===== src/rtl/rng_stream_if.sv =====
// Request/response bundle for rng_stream: seeding and control in, random word and status out.
interface rng_stream_if #(
  parameter int LFSR_W    = 16,
  parameter int OUT_BYTES = 2
);
  logic                   seed_load;
  logic [LFSR_W-1:0]      seed;
  logic [1:0]             mode;
  logic                   start;
  logic                   continuous;
  logic                   out_ready;
  logic                   out_valid;
  logic [8*OUT_BYTES-1:0] rand_out;
  logic                   busy;
  logic                   seed_fixed;

  modport master (
    output seed_load, seed, mode, start, continuous, out_ready,
    input  out_valid, rand_out, busy, seed_fixed
  );

  modport slave (
    input  seed_load, seed, mode, start, continuous, out_ready,
    output out_valid, rand_out, busy, seed_fixed
  );
endinterface


===== src/rtl/rng_stream.sv =====
// Random word generator: Fibonacci/Galois LFSR bits serialised into an N-bit word,
// optionally whitened per byte through the AES S-box, delivered on valid/ready.
module rng_stream #(
  parameter int                LFSR_W    = 16,
  parameter logic [LFSR_W-1:0] FIB_TAPS  = 16'hB400,
  parameter logic [LFSR_W-1:0] GAL_TAPS  = 16'h002D,
  parameter int                OUT_BYTES = 2,
  parameter bit                WHITEN    = 1'b1
) (
  input  logic         clk,
  input  logic         reset_n,
  rng_stream_if.slave  bus
);

  localparam int N_BITS = 8 * OUT_BYTES;
  localparam int CNT_W  = $clog2(N_BITS);
  localparam logic [CNT_W-1:0] CNT_LAST = CNT_W'(N_BITS - 1);

  localparam logic [2047:0] SBOX_TBL = {
    128'h637c777bf26b6fc53001672bfed7ab76,
    128'hca82c97dfa5947f0add4a2af9ca472c0,
    128'hb7fd9326363ff7cc34a5e5f171d83115,
    128'h04c723c31896059a071280e2eb27b275,
    128'h09832c1a1b6e5aa0523bd6b329e32f84,
    128'h53d100ed20fcb15b6acbbe394a4c58cf,
    128'hd0efaafb434d338545f9027f503c9fa8,
    128'h51a3408f929d38f5bcb6da2110fff3d2,
    128'hcd0c13ec5f974417c4a77e3d645d1973,
    128'h60814fdc222a908846eeb814de5e0bdb,
    128'he0323a0a4906245cc2d3ac629195e479,
    128'he7c8376d8dd54ea96c56f4ea657aae08,
    128'hba78252e1ca6b4c6e8dd741f4bbd8b8a,
    128'h703eb5664803f60e613557b986c11d9e,
    128'he1f8981169d98e949b1e87e9ce5528df,
    128'h8ca1890dbfe6426841992d0fb054bb16
  };

  function automatic logic [7:0] sbox(input logic [7:0] x);
    return SBOX_TBL[11'd2047 - {x, 3'b000} -: 8];
  endfunction

  typedef enum logic [1:0] {
    S_IDLE  = 2'd0,
    S_SHIFT = 2'd1,
    S_OUT   = 2'd2
  } state_t;

  state_t             r_state;
  state_t             w_state_nxt;
  logic [LFSR_W-1:0]  r_fib;
  logic [LFSR_W-1:0]  r_gal;
  logic [CNT_W-1:0]   r_cnt;
  // The SIPO MSB would fall off before ever reaching word_reg, so only N-1 bits are kept.
  logic [N_BITS-2:0]  r_sipo;
  logic [N_BITS-1:0]  r_word;
  logic [1:0]         r_mode;
  logic               r_seed_fixed;

  logic               w_fib_fb;
  logic [LFSR_W-1:0]  w_fib_nxt;
  logic               w_gal_fb;
  logic [LFSR_W-1:0]  w_gal_nxt;
  logic               w_bit;
  logic               w_last;
  logic               w_seed_zero;
  logic [LFSR_W-1:0]  w_seed_eff;
  logic [N_BITS-1:0]  w_rand;

  assign w_fib_fb    = ^(r_fib & FIB_TAPS);
  assign w_fib_nxt   = {r_fib[LFSR_W-2:0], w_fib_fb};
  assign w_gal_fb    = r_gal[LFSR_W-1];
  assign w_gal_nxt   = {r_gal[LFSR_W-2:0], 1'b0} ^ (w_gal_fb ? GAL_TAPS : '0);
  assign w_last      = (r_cnt == CNT_LAST);
  assign w_seed_zero = (bus.seed == '0);
  assign w_seed_eff  = w_seed_zero ? LFSR_W'(1) : bus.seed;

  always_comb begin
    w_bit = w_fib_fb ^ w_gal_fb;
    case (r_mode)
      2'd0:    w_bit = w_fib_fb;
      2'd1:    w_bit = w_gal_fb;
      default: w_bit = w_fib_fb ^ w_gal_fb;
    endcase
  end

  always_ff @(posedge clk or negedge reset_n) begin
    if (!reset_n) r_state <= S_IDLE;
    else          r_state <= w_state_nxt;
  end

  always_comb begin
    w_state_nxt = r_state;
    if (bus.seed_load) begin
      w_state_nxt = S_IDLE;
    end else begin
      case (r_state)
        S_IDLE:  if (bus.start) w_state_nxt = S_SHIFT;
        S_SHIFT: if (w_last) w_state_nxt = S_OUT;
        S_OUT:   if (bus.out_ready) w_state_nxt = bus.continuous ? S_SHIFT : S_IDLE;
        default: w_state_nxt = S_IDLE;
      endcase
    end
  end

  always_ff @(posedge clk or negedge reset_n) begin
    if (!reset_n) begin
      r_fib        <= LFSR_W'(1);
      r_gal        <= LFSR_W'(1);
      r_cnt        <= '0;
      r_sipo       <= '0;
      r_word       <= '0;
      r_mode       <= 2'd0;
      r_seed_fixed <= 1'b0;
    end else if (bus.seed_load) begin
      r_fib        <= w_seed_eff;
      r_gal        <= w_seed_eff;
      r_cnt        <= '0;
      r_seed_fixed <= w_seed_zero;
    end else begin
      case (r_state)
        S_IDLE: begin
          if (bus.start) begin
            r_mode <= bus.mode;
            r_cnt  <= '0;
          end
        end
        S_SHIFT: begin
          r_fib  <= w_fib_nxt;
          r_gal  <= w_gal_nxt;
          r_sipo <= {r_sipo[N_BITS-3:0], w_bit};
          if (w_last) begin
            r_word <= {r_sipo, w_bit};
            r_cnt  <= '0;
          end else begin
            r_cnt  <= r_cnt + CNT_W'(1);
          end
        end
        S_OUT: begin
          if (bus.out_ready) r_cnt <= '0;
        end
        default: r_cnt <= '0;
      endcase
    end
  end

  always_comb begin
    w_rand = '0;
    for (int i = 0; i < OUT_BYTES; i++) begin
      w_rand[8*i +: 8] = WHITEN ? sbox(r_word[8*i +: 8]) : r_word[8*i +: 8];
    end
  end

  assign bus.rand_out   = w_rand;
  assign bus.out_valid  = (r_state == S_OUT);
  assign bus.busy       = (r_state != S_IDLE);
  assign bus.seed_fixed = r_seed_fixed;

endmodule

===== src/flat_wrapper.sv =====
// flat-port wrapper written by rule: the top's interface ports become plain ports
module rng_stream_flat 
#(
  parameter int                LFSR_W    = 16,
  parameter logic [LFSR_W-1:0] FIB_TAPS  = 16'hB400,
  parameter logic [LFSR_W-1:0] GAL_TAPS  = 16'h002D,
  parameter int                OUT_BYTES = 2,
  parameter bit                WHITEN    = 1'b1
)
  (clk, reset_n, bus_seed_load, bus_seed, bus_mode, bus_start, bus_continuous, bus_out_ready, bus_out_valid, bus_rand_out, bus_busy, bus_seed_fixed);
  rng_stream_if #(.LFSR_W(LFSR_W), .OUT_BYTES(OUT_BYTES)) bus_i ();
  input  logic clk;
  input  logic reset_n;
  input wire logic [$bits(bus_i.seed_load)-1:0] bus_seed_load;
  input wire logic [$bits(bus_i.seed)-1:0] bus_seed;
  input wire logic [$bits(bus_i.mode)-1:0] bus_mode;
  input wire logic [$bits(bus_i.start)-1:0] bus_start;
  input wire logic [$bits(bus_i.continuous)-1:0] bus_continuous;
  input wire logic [$bits(bus_i.out_ready)-1:0] bus_out_ready;
  output wire logic [$bits(bus_i.out_valid)-1:0] bus_out_valid;
  output wire logic [$bits(bus_i.rand_out)-1:0] bus_rand_out;
  output wire logic [$bits(bus_i.busy)-1:0] bus_busy;
  output wire logic [$bits(bus_i.seed_fixed)-1:0] bus_seed_fixed;
  assign bus_i.seed_load = bus_seed_load;
  assign bus_i.seed = bus_seed;
  assign bus_i.mode = bus_mode;
  assign bus_i.start = bus_start;
  assign bus_i.continuous = bus_continuous;
  assign bus_i.out_ready = bus_out_ready;
  assign bus_out_valid = bus_i.out_valid;
  assign bus_rand_out = bus_i.rand_out;
  assign bus_busy = bus_i.busy;
  assign bus_seed_fixed = bus_i.seed_fixed;
  rng_stream #(.LFSR_W(LFSR_W), .FIB_TAPS(FIB_TAPS), .GAL_TAPS(GAL_TAPS), .OUT_BYTES(OUT_BYTES), .WHITEN(WHITEN)) u_core (.clk(clk), .reset_n(reset_n), .bus(bus_i));
endmodule

===== config.mk =====
export PLATFORM = sky130hd
export DESIGN_NAME = rng_stream_flat
export DESIGN_NICKNAME = d
export VERILOG_FILES = /design/src/rtl/rng_stream_if.sv /design/src/rtl/rng_stream.sv /design/src/flat_wrapper.sv
export SDC_FILE = /design/constraint.sdc
export NUM_CORES = 1
export LEC_CHECK = 0
export ABC_AREA = 1
export ABC_CLOCK_PERIOD_IN_PS = 3500
export BUFFER_PORTS_ARGS = -buffer_cell sky130_fd_sc_hd__buf_4
export CORE_MARGIN = 2
export CORE_UTILIZATION = 55
export DETAILED_ROUTE_END_ITERATION = 8
export PLACE_DENSITY = 0.73
export SLEW_MARGIN = 25
export SYNTH_ARGS = -nofsm -noshare
export SYNTH_HDL_FRONTEND = slang
export SYNTH_SLANG_ARGS = --single-unit

===== constraint.sdc =====
create_clock -name clk -period 3.5 [get_ports clk]
set_input_delay 0.875 -clock clk [delete_from_list [all_inputs] [get_ports clk]]
set_output_delay 0.875 -clock clk [all_outputs]
set_load 0.02 [all_outputs]

==> flow_metrics.tcl <==
set metrics [dict create \
    run_status "finished, violations left" \
    violations "design-rule violations" \
    switchingPower_mw 7.503 \
    vias 11930 \
    async_reset_ff_frac 1.000 \
    initial_utilization 0.5624 \
    gp_congestion 1.074 \
    drtIter0Drc 2600 \
    drt-total-wl_um 38700 \
    place_area_um2 9369 \
    p_seq_frac 0.116 \
    tightestPinTransition_ns 0.9045 \
    post-synth-top-area-fraction 0.2395 \
    grt_first_pass_wirelength_um 60220 \
    hold_buffers 0 \
    max-vdd-ir-drop_mv 0.8384 \
    fin_crit_ns 3.405 \
    grt_use_total 0.4368 \
    yosysWarningCount 0 \
    die-area_um2 17220 \
    dr.pass1.iters 9 \
    rrSetupSlack_ns 1.61 \
    tritoncts "done" \
    final_cell_area_um2 9752 \
    cts_max_level 3 \
    clkTransAtPathRegs_ns 0.06 \
    avgViaCountPerCell 6.551 \
    required_ns 2.62 \
    tns_ns 0 \
    dp_hpwl_um 26790 \
    die_w_um 131.2 \
    port_buffers 42 \
    cts_inserted_buffers 9 \
    rsz0062_at_grt "no" \
    synth.ff_latch_count 72 \
    netlist.top_cell.by_area "nand2_1" \
    antenna_found_initial 0 \
    p_clk_frac 0.087 \
    synth_ff_type "dfrtp_1" \
    numClockSinks 72 \
    worst-setup-path-type "reg2out" \
    cts_root_buffer "clkbuf_16" \
    fp.dieH_um 131.2 \
    grt_pass1_vias 10803 \
    hold_violations 0 \
    clk_latency_ns 0.34 \
    power.share.combinational 0.796 \
    synth_edf_count 0 \
    grt_max_degree 73 \
    yosysUniqueCellTypes 36 \
    n_antenna_cell 0 \
    r2r_end "u_core.r_word[10]$_DFFE_PN0P_" \
    grt_overflow 0 \
    internal-power_mw 4.862 \
    syn_inst 1607 \
    antenna_left 0 \
    ff2ff_path_depth 9 \
    rows 46 \
    crit_start "u_core.r_word[2]$_DFFE_PN0P_" \
    drive_gt1_frac 0.1109 \
    nets 1655 \
    power_density_nw_per_um2 1268 \
    maxSlewViolCount 0 \
    end_kind "output pin" \
    syn_avg_cell_area_um2 5.539 \
    leakagePower_nw 5.004 \
    fin_skew_ns 0.008291 \
    place_ws_ns 0.5224 \
    ys_seq_area_frac 0.2027 \
    coreArea_um2 15830 \
    power_switching_share 0.6068 \
    max-slew-margin-rel 0.3970 \
    r2r-start "u_core.r_state[1]$_DFFE_PN0P_" \
    ys_top_cells_by_area "nand2_1 24%, nand3_1 22%, dfrtp_1 20%" \
    crit_fanout 27 \
    report.final.setup_viol 0 \
    area_growth_syn_to_layout_pct 9.559 \
    clk_path_buf_depth 2 \
    cp_data_arrival_time_ns 2.53 \
    synth_nets 1662 \
    endpoint "bus_rand_out[6]" \
    drv_cap 0 \
    hold_class "reg2reg" \
    cp-start-kind "flop" \
    num_io_pins 43 \
    fin_ws_ns 0.09477 \
    finalCritPeriodShare 0.9729 \
    route.detailed.drc 36 \
    routedWlPerCell_um 21.25 \
    synthesis.area_um2 8901 \
    fmax_ghz 0.2937 \
]
[power groups by stage]
stage	sequential (mW)	combinational (mW)	clock, mW
6_report	1.44	9.85	1.08
2_1_floorplan	1.36	6.45	0
3_5_place_dp	1.43	9.24	0
3_3_place_gp	1.42	9.24	0
5_1_grt	1.48	10.5	1.13
4_1_cts	1.43	9.29	1.09
[sequential cells by signal (all words and copies together) (netlist names)]
name and count:
u_core.r_gal 16, u_core.r_word 16, u_core.r_mode 2, u_core.r_fib 16, u_core.r_cnt 4, u_core.r_state 2
u_core.r_sipo 15, u_core.bus.seed_fixed 1
[how the worst min path moves through the flow]
stage                                       start                            end  slack (ns)  cells after the start
floorplan           u_core.r_sipo[14]$_DFFE_PN0N_  u_core.r_sipo[14]$_DFFE_PN0N_        0.45                      2
global placement      u_core.r_fib[1]$_DFFE_PN0P_    u_core.r_fib[2]$_DFFE_PN0P_        0.46                      2
detailed placement  u_core.r_sipo[14]$_DFFE_PN0N_  u_core.r_sipo[14]$_DFFE_PN0N_        0.47                      2
CTS                   u_core.r_fib[1]$_DFFE_PN0P_    u_core.r_fib[2]$_DFFE_PN0P_        0.48                      2
global route        u_core.r_sipo[11]$_DFFE_PN0N_  u_core.r_sipo[12]$_DFFE_PN0N_        0.53                      2
finish                u_core.r_fib[1]$_DFFE_PN0P_    u_core.r_fib[2]$_DFFE_PN0P_        0.48                      2
[synthesized netlist by cell type, drive strengths merged (2+ instances only)]
cell type,n
nand3b,2
or2,2
o211ai,12
clkbuf,34
buf,69
ha,31
nand4,7
dfrtp,70
dfstp,2
o21bai,2
inv,97
a31oi,6
nor2,108
xnor2,3
o21ai,72
a21oi,98
a22oi,3
clkinv,3
nand2,580
nand3,400
[through the flow]
| step | util | std cells | hold WS, ns | power, mW |
|---|---|---|---|---|
| final | 0.6161 | 1821 | 0.4841 | 12.36 |
| after global routing | 0.6161 | 1821 | 0.5323 | 13.12 |
| after CTS | 0.6143 | 1821 | 0.4848 | 11.81 |
| after detailed placement | 0.5919 | 1805 | 0.4706 | 10.67 |
| after global placement | 0.5919 | 1805 | 0.4629 | 10.65 |
| after floorplan | - | 1607 | 0.4492 | 7.811 |
[layout by cell type (no fill, tap or decap), drive strengths merged, types with 2 or more instances in the layout]
cell,synthesis,routed
o211ai,12,12
dfstp,2,2
o21bai,2,2
a31oi,6,6
nand2,580,580
nand3b,2,2
or2,2,2
o21ai,72,72
clkbuf,34,10
buf,69,85
bufinv,0,3
inv,97,98
nand4,7,7
clkinv,3,4
xnor2,3,3
a21oi,98,98
dfrtp,70,70
nand3,400,400
nor2,108,108
ha,31,31
a22oi,3,3
[cell type report]
class	count	area, um^2
Timing Repair Buffer	85	704.4
Inverter	100	380.4
Multi-Input combinational cell	1332	6233
Sequential cell	72	1809
Tap cell	216	270.3
Clock inverter	6	115.1
Clock buffer	10	239.0
Fill cell	1576	6076
[per-layer routing]
layer	GRT usage	vias up	part of all wire	routed length, um
li1	-	5308	-	-
met1	0.5549	5240	0.36	13760
met2	0.6757	1100	0.44	16860
met3	0.1049	282	0.13	5005
met4	0.2572	0	0.079	3070
met5	0	-	0	0
[worst max-delay path: stages, from the launching register on]
cell and delay, ns:
dfrtp_1 0.42, inv_2 0.41, ha_1 0.33, a21oi_1 0.38, nand2_1 0.09, nand3_1 0.14, nand3_1 0.09, nand3_1 0.09
nand2_1 0.07, buf_4 0.16
[logic make-up after synthesis]
logic type | Yosys count | synth area share
xor+xnor | 4 | 0.003937
flops | 72 | 0.2027
compound gates | 196 | 0.1193
fa+ha+maj | 31 | 0.04358
simple gates | 1101 | 0.5305
buf+inv | 203 | 0.09994
[what timing repair did]
item | in CTS | in global routing
gates resized for setup | 0 | 11
setup endpoints to repair | 0 | 7
buffers inserted | 0 | 0
Power figures use the tool's default switching activity.
